--- src/rtl/alu_muldiv_unit.sv ---
// alu_muldiv_unit: registered ALU with valid/ready handshake plus iterative
// shift-add multiply and restoring divide into HI/LO registers.
// Optional feature macro: ALU_OVERFLOW_EN adds a registered signed-overflow flag.
module alu_muldiv_unit #(
  parameter int WIDTH   = 32,
  parameter int SHAMT_W = 5
) (
  input  logic               clock,
  input  logic               resetN,
  input  logic               inValid,
  output logic               inReady,
  input  logic [3:0]         aluCtrl,
  input  logic [WIDTH-1:0]   input1,
  input  logic [WIDTH-1:0]   input2,
  input  logic [SHAMT_W-1:0] shamt,
  output logic               outValid,
  input  logic               outReady,
  output logic [WIDTH-1:0]   result,
  output logic               busy
`ifdef ALU_OVERFLOW_EN
  ,
  output logic               overflow
`endif
);

  typedef enum logic [1:0] {IDLE, MUL, DIV, DONE} state_e;

  typedef enum logic [3:0] {
    OP_ADD = 4'd0, OP_SUB, OP_AND, OP_OR, OP_SLL, OP_SRL, OP_SRA, OP_SLT,
    OP_SLTU, OP_MULT, OP_MULTU, OP_DIV, OP_DIVU, OP_MFHI, OP_MFLO, OP_NOR
  } op_e;

  state_e             state_q, state_d;
  logic [WIDTH-1:0]   hi_q, hi_d;
  logic [WIDTH-1:0]   lo_q, lo_d;
  logic [WIDTH-1:0]   acc_hi_q, acc_hi_d;
  logic [WIDTH-1:0]   acc_lo_q, acc_lo_d;
  logic [WIDTH-1:0]   opnd_q, opnd_d;
  logic [WIDTH-1:0]   result_q, result_d;
  logic [SHAMT_W-1:0] cnt_q, cnt_d;
  logic               neg_q, neg_d;
  logic               rem_neg_q, rem_neg_d;
  logic               div_zero_q, div_zero_d;
  logic               is_div_q, is_div_d;
  logic               out_valid_q, out_valid_d;

  op_e                op;
  logic               accept;
  logic               signed_op;
  logic               is_div_op;
  logic               sign_a, sign_b;
  logic [WIDTH-1:0]   abs_a, abs_b;
  logic [WIDTH-1:0]   alu_res;
  logic [WIDTH:0]     mul_sum;
  logic [WIDTH:0]     rem_shift;
  logic [WIDTH:0]     rem_diff;
  logic [2*WIDTH-1:0] prod_fix;
  logic [WIDTH-1:0]   quo_fix;
  logic [WIDTH-1:0]   rem_fix;

  assign op        = op_e'(aluCtrl);
  assign inReady   = (state_q == IDLE) && (!out_valid_q || outReady);
  assign accept    = inValid && inReady;
  assign busy      = (state_q == MUL) || (state_q == DIV);
  assign outValid  = out_valid_q;
  assign result    = result_q;

  // Signed ops iterate on magnitudes; sign is restored when the op completes
  assign signed_op = (op == OP_MULT) || (op == OP_DIV);
  assign is_div_op = (op == OP_DIV) || (op == OP_DIVU);
  assign sign_a    = signed_op && input1[WIDTH-1];
  assign sign_b    = signed_op && input2[WIDTH-1];
  assign abs_a     = sign_a ? -input1 : input1;
  assign abs_b     = sign_b ? -input2 : input2;

  // One multiply step: add multiplicand when the low product bit is set, then shift right
  assign mul_sum   = {1'b0, acc_hi_q} + (acc_lo_q[0] ? {1'b0, opnd_q} : '0);
  // One restoring-divide step: shift next dividend bit into the remainder and trial-subtract
  assign rem_shift = {acc_hi_q, acc_lo_q[WIDTH-1]};
  assign rem_diff  = rem_shift - {1'b0, opnd_q};
  // Final sign fix-up; a zero divisor forces an all-ones quotient, and the
  // remainder then holds |input1| re-signed, which equals input1
  assign prod_fix  = neg_q ? -{acc_hi_q, acc_lo_q} : {acc_hi_q, acc_lo_q};
  assign quo_fix   = div_zero_q ? '1 : (neg_q ? -acc_lo_q : acc_lo_q);
  assign rem_fix   = rem_neg_q ? -acc_hi_q : acc_hi_q;

  // Single-cycle ALU function
  always_comb begin
    alu_res = '0;
    case (op)
      OP_ADD:  alu_res = input1 + input2;
      OP_SUB:  alu_res = input1 - input2;
      OP_AND:  alu_res = input1 & input2;
      OP_OR:   alu_res = input1 | input2;
      OP_SLL:  alu_res = input2 << shamt;
      OP_SRL:  alu_res = input2 >> shamt;
      OP_SRA:  alu_res = $signed(input2) >>> shamt;
      OP_SLT:  alu_res = {{(WIDTH-1){1'b0}}, ($signed(input1) < $signed(input2))};
      OP_SLTU: alu_res = {{(WIDTH-1){1'b0}}, (input1 < input2)};
      OP_MFHI: alu_res = hi_q;
      OP_MFLO: alu_res = lo_q;
      OP_NOR:  alu_res = ~(input1 | input2);
      default: alu_res = '0;
    endcase
  end

`ifdef ALU_OVERFLOW_EN
  logic alu_ovf;
  logic ovf_q, ovf_d;

  assign overflow = ovf_q;

  // Signed overflow detection for ADD/SUB
  always_comb begin
    alu_ovf = 1'b0;
    if (op == OP_ADD)
      alu_ovf = (input1[WIDTH-1] == input2[WIDTH-1]) && (alu_res[WIDTH-1] != input1[WIDTH-1]);
    else if (op == OP_SUB)
      alu_ovf = (input1[WIDTH-1] != input2[WIDTH-1]) && (alu_res[WIDTH-1] != input1[WIDTH-1]);
  end
`endif

  // Next-state and datapath control
  always_comb begin
    state_d     = state_q;
    hi_d        = hi_q;
    lo_d        = lo_q;
    acc_hi_d    = acc_hi_q;
    acc_lo_d    = acc_lo_q;
    opnd_d      = opnd_q;
    result_d    = result_q;
    cnt_d       = cnt_q;
    neg_d       = neg_q;
    rem_neg_d   = rem_neg_q;
    div_zero_d  = div_zero_q;
    is_div_d    = is_div_q;
    out_valid_d = out_valid_q;
`ifdef ALU_OVERFLOW_EN
    ovf_d       = ovf_q;
`endif

    if (out_valid_q && outReady)
      out_valid_d = 1'b0;

    case (state_q)
      IDLE: begin
        if (accept) begin
          if (op inside {OP_MULT, OP_MULTU, OP_DIV, OP_DIVU}) begin
            state_d    = is_div_op ? DIV : MUL;
            cnt_d      = '0;
            acc_hi_d   = '0;
            acc_lo_d   = is_div_op ? abs_a : abs_b;
            opnd_d     = is_div_op ? abs_b : abs_a;
            neg_d      = sign_a ^ sign_b;
            rem_neg_d  = sign_a;
            div_zero_d = (input2 == '0);
            is_div_d   = is_div_op;
          end else begin
            result_d    = alu_res;
            out_valid_d = 1'b1;
`ifdef ALU_OVERFLOW_EN
            ovf_d       = alu_ovf;
`endif
          end
        end
      end
      MUL: begin
        acc_hi_d = mul_sum[WIDTH:1];
        acc_lo_d = {mul_sum[0], acc_lo_q[WIDTH-1:1]};
        cnt_d    = cnt_q + 1'b1;
        if (cnt_q == SHAMT_W'(WIDTH-1))
          state_d = DONE;
      end
      DIV: begin
        if (!rem_diff[WIDTH]) begin
          acc_hi_d = rem_diff[WIDTH-1:0];
          acc_lo_d = {acc_lo_q[WIDTH-2:0], 1'b1};
        end else begin
          acc_hi_d = rem_shift[WIDTH-1:0];
          acc_lo_d = {acc_lo_q[WIDTH-2:0], 1'b0};
        end
        cnt_d = cnt_q + 1'b1;
        if (cnt_q == SHAMT_W'(WIDTH-1))
          state_d = DONE;
      end
      DONE: begin
        if (is_div_q) begin
          hi_d     = rem_fix;
          lo_d     = quo_fix;
          result_d = quo_fix;
        end else begin
          hi_d     = prod_fix[2*WIDTH-1:WIDTH];
          lo_d     = prod_fix[WIDTH-1:0];
          result_d = prod_fix[WIDTH-1:0];
        end
        out_valid_d = 1'b1;
`ifdef ALU_OVERFLOW_EN
        ovf_d       = 1'b0;
`endif
        state_d     = IDLE;
      end
      default: state_d = IDLE;
    endcase
  end

  // State and datapath registers
  always_ff @(posedge clock or negedge resetN) begin
    if (!resetN) begin
      state_q     <= IDLE;
      hi_q        <= '0;
      lo_q        <= '0;
      acc_hi_q    <= '0;
      acc_lo_q    <= '0;
      opnd_q      <= '0;
      result_q    <= '0;
      cnt_q       <= '0;
      neg_q       <= 1'b0;
      rem_neg_q   <= 1'b0;
      div_zero_q  <= 1'b0;
      is_div_q    <= 1'b0;
      out_valid_q <= 1'b0;
`ifdef ALU_OVERFLOW_EN
      ovf_q       <= 1'b0;
`endif
    end else begin
      state_q     <= state_d;
      hi_q        <= hi_d;
      lo_q        <= lo_d;
      acc_hi_q    <= acc_hi_d;
      acc_lo_q    <= acc_lo_d;
      opnd_q      <= opnd_d;
      result_q    <= result_d;
      cnt_q       <= cnt_d;
      neg_q       <= neg_d;
      rem_neg_q   <= rem_neg_d;
      div_zero_q  <= div_zero_d;
      is_div_q    <= is_div_d;
      out_valid_q <= out_valid_d;
`ifdef ALU_OVERFLOW_EN
      ovf_q       <= ovf_d;
`endif
    end
  end

endmodule

--- config.mk ---
export PLATFORM = sky130hd
export DESIGN_NAME = alu_muldiv_unit
export DESIGN_NICKNAME = d
export VERILOG_FILES = /design/src/rtl/alu_muldiv_unit.sv
export SDC_FILE = /design/constraint.sdc
export NUM_CORES = 1
export LEC_CHECK = 0
export BUFFER_PORTS_ARGS = -buffer_cell sky130_fd_sc_hd__buf_2
export CAP_MARGIN = 20
export CORE_UTILIZATION = 55
export DETAILED_ROUTE_END_ITERATION = 8
export PLACE_DENSITY = 0.73
export SLEW_MARGIN = 0
export SYNTH_ARGS = -nofsm -noshare
export SYNTH_HDL_FRONTEND = slang
export SYNTH_SLANG_ARGS = --single-unit
--- constraint.sdc ---
create_clock -name clock -period 4 [get_ports clock]
set_input_delay 0.2 -clock clock [delete_from_list [all_inputs] [get_ports clock]]
set_output_delay 0.2 -clock clock [all_outputs]
set_load 0.02 [all_outputs]
==> metrics.log, run 1 <==
INFO  metric die_width = roughly 210 um
INFO  metric crit_path_end_kind = flip-flop
INFO  metric number_of_storage_elements_in_the_synthesis_netlist = roughly 200
INFO  metric initial_core_util = 0.560
INFO  metric mapped_cell_area = approximately 0.024 mm^2
INFO  metric average_wire_per_cell_in_the_routed_design = 27.8 um
INFO  metric synth.top_cell.area_share = 0.211
INFO  metric design.core.area = 0.0433 mm^2
INFO  metric synthTopCellsByArea = sky130_fd_sc_hd__dfrtp_1, sky130_fd_sc_hd__ha_1, sky130_fd_sc_hd__mux4_2
INFO  metric slew-limit-headroom = 0.215
INFO  metric power.share.combinational = 0.561
INFO  metric drc = 0
INFO  metric core.rowCount = 76
INFO  metric synth_sequential_area_ratio = 0.211
INFO  metric first_global_vias = 24400
INFO  metric synth_top_cell_by_area = sky130_fd_sc_hd__dfrtp_1
INFO  metric ios = 112
INFO  metric final.period_utilization = 0.981
INFO  metric async_reset_ff_frac = 1.00
INFO  metric tritoncts = built
INFO  metric min-delay-path-class = input port to flip-flop
INFO  metric die_outline_area = 0.0449 mm^2
INFO  metric antenna_violating_nets_post_route = 0
INFO  metric setup-violations-final = 0
INFO  metric place_area = ~0.026 mm^2
INFO  metric gp_congestion = 1.09
INFO  metric critical_path_class = flip-flop to flip-flop
INFO  metric globalRoute.totalOverflow = 0
INFO  metric layout.cell_area.non_filler = 0.0268 mm^2
INFO  metric leakage = 12.1 nW
INFO  metric largest_net_degree_at_the_start_of_global_routing = 98
INFO  metric synthesis.instances = 3149
INFO  metric routed-via-count = 26800
INFO  metric switching_share = 0.502
INFO  metric p_clk_frac = 0.177
INFO  metric yosysUniqueCellTypes = slightly above 80
INFO  metric fillers = approximately 3900
INFO  metric die_y = roughly 210 um
INFO  metric critPathMaxFanout = 13
INFO  metric power.internal = 7.45 mW
INFO  metric synth.yosys.warnings = 0
INFO  metric final_hold_viol_count = 0
INFO  metric clk_latency = 580 ps
INFO  metric groute.usage.overall = 0.463
INFO  metric area.growth.synth_to_final = 10.8%
INFO  metric detail_route.vias_per_cell = roughly 7.0
INFO  metric synth_enable_flop_cells = 0
INFO  metric sequentialPowerShare = 0.262
INFO  metric synth.avg_cell_area = about 7.7 um^2
INFO  metric power.switching = 7.51 mW
INFO  metric grt_first_pass_wirelength = 156 mm
INFO  metric insertedDiodeCount = 0
INFO  metric clkSinkCount = 204
INFO  metric synthesis.nets = 3407
INFO  metric fin_nets = 3460
INFO  metric vdd_drop_max = 672 uV
INFO  metric drt-pass1-iter-count = 7
INFO  metric outcome = complete, no violations
INFO  metric final_period_minus_worst_setup_slack = 3920 ps
INFO  metric max_cap_viols = 0
INFO  metric start_kind = flip-flop
INFO  metric fin_worst_hold_slack = 89.9 ps
INFO  metric antenna_found_initial = 4
INFO  metric htree_levels = 1
INFO  metric clk_pin_slew_worst_paths = about 60 ps
INFO  metric final.setup_skew = 26.1 ps
INFO  metric totalWireLength = 106 mm
INFO  metric cts_max_path_buffers = 3
INFO  metric p_per_cell_area = 557 mW/mm^2
INFO  metric cp.arrival = between 4000 and 5000 ps
INFO  metric dr.first_iter.drc_count = 4166
INFO  metric numCtsBuffers = 26
INFO  metric worst_slew_pin_slew = 1170 ps
INFO  metric final_layout_size_suffix_gt1_frac = 0.134
INFO  metric place.detailed.hpwl = between 80 and 90 mm
INFO  metric root_buffer = sky130_fd_sc_hd__clkbuf_16
INFO  metric yosys_most_used_dff = sky130_fd_sc_hd__dfrtp_1
INFO  metric cp.required = 4430 ps
INFO  metric clock.fmax = 0.255 GHz
INFO  metric port_buffers = approximately 110
INFO  metric timing.final.max_slew_violations = 0
-- placed cells by master (no fill, tap or decap), drive strengths merged, types with 66 or more instances in the layout --
cell type    n
mux2i       66
mux4        69
dfrtp      204
a22oi       71
nor2       304
nand2      326
inv        160
o21ai      285
xnor2      110
ha         177
xor2        70
a21oi      278
buf        254
-- cell type report --
class / count / area, um^2 / share of cell area
repair buffers: 258 / 1760 / 0.0655
flip-flops and latches: 204 / 5100 / 0.190
inverters: 157 / 589 / 0.0220
well taps: 585 / 732 / 0.0273
clock inverters: 14 / 205 / 0.00765
multi-input cells: 2555 / 17700 / 0.660
clock buffers: 34 / 741 / 0.0276
-- power by group through the flow --
stage / clock (mW) / combinational, mW / sequential, mW
floorplan: 0 / 5.39 / 3.62
global placement: 0 / 7.83 / 3.83
detailed placement: 0 / 8.00 / 3.87
CTS: 2.64 / 8.06 / 3.84
global route: 2.73 / 8.99 / 3.98
finish: 2.64 / 8.39 / 3.92
-- per-layer routing --
| metal | routed length [um] | GRT usage | share of wire |
|---|---|---|---|
| met2 | 44100 | 0.672 | 0.42 |
| met3 | 14400 | 0.134 | 0.14 |
| met5 | 50 | 0 | 0.00047 |
| met4 | 5480 | 0.198 | 0.052 |
| met1 | 41900 | 0.636 | 0.40 |
-- worst max-delay path, stage by stage, from the launching register on --
cell	delay [ps]
sky130_fd_sc_hd__dfrtp_1	380
sky130_fd_sc_hd__inv_1	90
sky130_fd_sc_hd__ha_1	180
sky130_fd_sc_hd__inv_1	60
sky130_fd_sc_hd__fa_2	380
sky130_fd_sc_hd__a21oi_2	200
sky130_fd_sc_hd__nor2_1	70
sky130_fd_sc_hd__or3_1	390
sky130_fd_sc_hd__a221oi_4	410
sky130_fd_sc_hd__a21oi_4	130
sky130_fd_sc_hd__a211o_1	290
sky130_fd_sc_hd__o21a_1	250
sky130_fd_sc_hd__xnor2_4	250
sky130_fd_sc_hd__buf_12	150
sky130_fd_sc_hd__clkbuf_16	190
sky130_fd_sc_hd__mux2i_1	210
sky130_fd_sc_hd__o221ai_1	130
-- cell families (layout without fill, tap and decap cells) --
kind of cell	Yosys count	in the layout	synth area share
buf+inv	390	463	0.0620
xor+xnor	180	180	0.0658
mux	157	157	0.102
compound gates	1092	1092	0.290
fa+ha+maj	181	181	0.0947
simple gates	945	945	0.175
flops	204	204	0.211
-- synth_stat cells, types with 55 or more instances --
library cell / number
sky130_fd_sc_hd__nand2_1: 326
sky130_fd_sc_hd__xor2_1: 70
sky130_fd_sc_hd__dfrtp_1: 204
sky130_fd_sc_hd__a22oi_1: 71
sky130_fd_sc_hd__o21ai_0: 250
sky130_fd_sc_hd__mux2i_1: 66
sky130_fd_sc_hd__nand3_1: 58
sky130_fd_sc_hd__clkbuf_1: 199
sky130_fd_sc_hd__a21o_1: 55
sky130_fd_sc_hd__xnor2_1: 109
sky130_fd_sc_hd__ha_1: 177
sky130_fd_sc_hd__nor2_1: 304
sky130_fd_sc_hd__inv_1: 156
sky130_fd_sc_hd__mux4_2: 69
sky130_fd_sc_hd__a21oi_1: 277
sky130_fd_sc_hd__nor3_1: 63
-- worst paths after layout --
path	from	to	slack [ps]	cells past startpoint
worst max-delay path	acc_lo_q[31]	acc_hi_q[6]	80	16
worst min-delay path	input1[31]	neg_q	90	3
worst max register to register	acc_lo_q[31]	acc_hi_q[6]	80	16
worst min register to register	result[11]	result[11]	470	2
max in group asynchronous	resetN	acc_hi_q[18]	2700	3
min in group asynchronous	resetN	result[9]	290	2
-- sequential cells by signal (all words and copies together) (netlist names) --
name,count
acc_hi_q,32
acc_lo_q,32
hi_q,32
lo_q,32
opnd_q,32
result,32
cnt_q,5
state_q,2
div_zero_q,1
is_div_q,1
neg_q,1
outValid,1
rem_neg_q,1
-- timing repair --
item / CTS / global route
hold endpoints to repair: 95 / 0
setup endpoints to repair: 0 / 16
hold buffers: 2 / 0
gates resized for setup: 0 / 4
setup buffers: 0 / 2
-- per-stage QoR --
stage               cells  worst slack (ps)  total power [mW]   util  setup TNS (ps)
finish               3807              75.1              15.0  0.620               0
global route         3807             -41.7              15.7  0.620            -285
CTS                  3804              38.9              14.5  0.619               0
detailed placement   3754              85.3              11.9  0.596               0
global placement     3754              87.9              11.7  0.596               0
floorplan            3149               460              9.02      -               0
(Power assumes the default switching activity.)
==> run 2: changes to the inputs <==
--- a/config.mk
+++ b/config.mk
@@ -7,10 +7,11 @@
 export LEC_CHECK = 0
 export BUFFER_PORTS_ARGS = -buffer_cell sky130_fd_sc_hd__buf_2
 export CAP_MARGIN = 20
+export CORE_MARGIN = 1.5
 export CORE_UTILIZATION = 55
 export DETAILED_ROUTE_END_ITERATION = 8
 export PLACE_DENSITY = 0.73
-export SLEW_MARGIN = 0
+export SLEW_MARGIN = 10
 export SYNTH_ARGS = -nofsm -noshare
 export SYNTH_HDL_FRONTEND = slang
 export SYNTH_SLANG_ARGS = --single-unit
==> metrics.log, run 2 (synthesis gave the netlist of run 1 again) <==
INFO  metric final_period_minus_worst_setup_slack = 3880 ps
INFO  metric cp.required = between 4000 and 5000 ps
INFO  metric htree_levels = 1
INFO  metric routed-via-count = 26600
INFO  metric vdd_drop_max = about 1300 uV
INFO  metric numCtsBuffers = 26
INFO  metric final_hold_viol_count = 0
INFO  metric cp_slowest_stage_delay = approximately 450 ps
INFO  metric slew-limit-headroom = 0.228
INFO  metric die_y = about 210 um
INFO  metric cts_max_path_buffers = 3
INFO  metric average_wire_per_cell_in_the_routed_design = 27.6 um
INFO  metric cpMostUsedCell = sky130_fd_sc_hd__a21o_1
INFO  metric detail_route.vias_per_cell = 7.02
INFO  metric dr.first_iter.drc_count = approximately 4000
INFO  metric globalRoute.totalOverflow = 0
INFO  metric first_global_vias = 24500
INFO  metric ff2ff_setup_slack = 120 ps
INFO  metric max_cap_viols = 0
INFO  metric cp.arrival = 4310 ps
INFO  metric die_outline_area = 0.0453 mm^2
INFO  metric min-delay-path-class = input port to flip-flop
INFO  metric fin_ws = around 120 ps
INFO  metric clk_pin_slew_worst_paths = 60 ps
INFO  metric design.core.area = 0.0433 mm^2
INFO  metric antenna_found_initial = 9
INFO  metric final.period_utilization = 0.970
INFO  metric drc = 0
INFO  metric antenna_violating_nets_post_route = 0
INFO  metric worst_path_max_delay_cell = sky130_fd_sc_hd__a2111oi_0
INFO  metric finish.utilization = 0.617
INFO  metric critical_path_class = flip-flop to flip-flop
INFO  metric multi_input_logic_area = roughly 0.018 mm^2
INFO  metric tritoncts = built
INFO  metric layout.area.seq = 0.00510 mm^2
INFO  metric root_buffer = sky130_fd_sc_hd__clkbuf_16
INFO  metric area.growth.synth_to_final = 10.1%
INFO  metric fin_nets = 3447
INFO  metric cp_cell_sequence = inv_1 > buf_4 > buf_4 > nor2_1 > ha_1 > a21o_1 > a21o_1 > a21o_1 > a21o_1 > o2111a_1 > o41a_1 > a2111oi_0 > o31ai_1 > a31oi_1 > o21ai_1
INFO  metric timing.final.max_slew_violations = 0
INFO  metric port_buffers = 111
INFO  metric crit_path_end_kind = flip-flop
INFO  metric drt-pass1-iter-count = 6
INFO  metric gp_congestion = 1.08
INFO  metric p_per_cell_area = 553 mW/mm^2
INFO  metric initial_core_util = 0.560
INFO  metric layout_common_cells = sky130_fd_sc_hd__nand2_1, sky130_fd_sc_hd__nor2_1, sky130_fd_sc_hd__a21oi_1
INFO  metric largest_net_degree_at_the_start_of_global_routing = 131
INFO  metric totalWireLength = 105 mm
INFO  metric crit-reg2reg-launch = acc_lo_q[0]
INFO  metric final_common_cell = sky130_fd_sc_hd__nand2_1
INFO  metric fillers = 3957
INFO  metric worst_slew_pin_slew = 1150 ps
INFO  metric clkSinkCount = 204
INFO  metric groute.usage.overall = 0.459
INFO  metric worst_hold_stages = 3
INFO  metric endpoint_of_the_worst_slack_reg_to_reg_timing_path = acc_hi_q[31]
INFO  metric place.detailed.hpwl = between 80 and 90 mm
INFO  metric outcome = complete, no violations
INFO  metric leakage = ~12 nW
INFO  metric pre_cts_ws = -19.9 ps
INFO  metric clock.fmax = 0.258 GHz
INFO  metric ios = 112
INFO  metric setup-violations-final = 0
INFO  metric final_layout_size_suffix_gt1_frac = 0.130
INFO  metric start_kind = flip-flop
INFO  metric min_to = neg_q
INFO  metric final.setup_skew = 33.5 ps
INFO  metric core.rowCount = 76
INFO  metric unrepaired_setup_endpoints_after_global_routing = no
INFO  metric critPathMaxFanout = 18
INFO  metric ff2ff_path_depth = 15
INFO  metric grt_first_pass_wirelength = roughly 160 mm
INFO  metric die_width = 213 um
INFO  metric clk_latency = 580 ps
INFO  metric worstHoldStart = input1[31]
[run 2: cell types whose count changed in the layout (fill, tap and decap cells not counted), moves of 2 or more]
cell	previous run	this run
sky130_fd_sc_hd__clkinvlp_4	1	3
sky130_fd_sc_hd__bufinv_16	4	1
sky130_fd_sc_hd__buf_4	141	126
sky130_fd_sc_hd__clkbuf_1	2	4
sky130_fd_sc_hd__diode_2	0	3
sky130_fd_sc_hd__buf_12	5	8
[run 2: power by group]
group | switching (mW) | total, mW | internal (mW)
Clock | 1.05 | 2.43 | 1.38
Sequential | 0.995 | 3.92 | 2.93
Combinational | 5.46 | 8.40 | 2.94
Total | 7.50 | 14.7 | 7.25
[run 2: stage by stage]
stage	area [um^2]	std cells	hold slack (ps)	TNS (ps)	total power [mW]
after floorplan	24200	3149	-95.6	0	9.02
after global placement	25700	3741	342	0	11.7
after detailed placement	25700	3741	351	-36.8	11.9
after CTS	26600	3791	136	0	14.3
after global routing	26700	3793	147	0	15.6
final	26700	3796	158	0	14.7
[run 2: repair_timing]
action / 4_1_cts / 5_1_grt
hold endpoints to repair: 85 / 0
hold buffers: 2 / 0
setup buffers: 1 / 2
resized for setup: 0 / 6
pin swaps: 1 / 1
endpoints found under the setup margin: 13 / 31
[run 2: routing by layer]
layer	vias to the layer above	share of wire	global-route usage
met5	-	0.0021	0
met4	14	0.054	0.202
met3	346	0.14	0.138
met2	1891	0.41	0.652
met1	12700	0.40	0.639
li1	11600	-	-
[run 2: cell type report]
class                           instances  share of cell area
Timing Repair Buffer                  245              0.0630
Antenna cell                            3            0.000281
Tap cell                              585              0.0274
Clock buffer                           36              0.0280
Multi-Input combinational cell       2555               0.664
Sequential cell                       204               0.191
Clock inverter                         11             0.00399
Inverter                              157              0.0221
[run 2: worst max-delay path, delay by kind of cell (launching register included)]
family          cells  cell delay [ps]
compound gates     10             2160
flops               1              380
fa+ha+maj           1              360
simple gates        1               80
buf+inv             3              750
[run 2: how the worst max path moves through the flow]
stage	from	to	slack, ps	cells after the start
after floorplan	acc_lo_q[31]	acc_hi_q[1]	460	15
after global placement	acc_lo_q[31]	acc_hi_q[30]	130	15
after detailed placement	acc_lo_q[31]	acc_hi_q[28]	-20	15
after CTS	acc_lo_q[31]	acc_hi_q[14]	40	16
after global routing	acc_lo_q[31]	acc_hi_q[6]	0.2	16
final	acc_lo_q[0]	acc_hi_q[31]	120	15
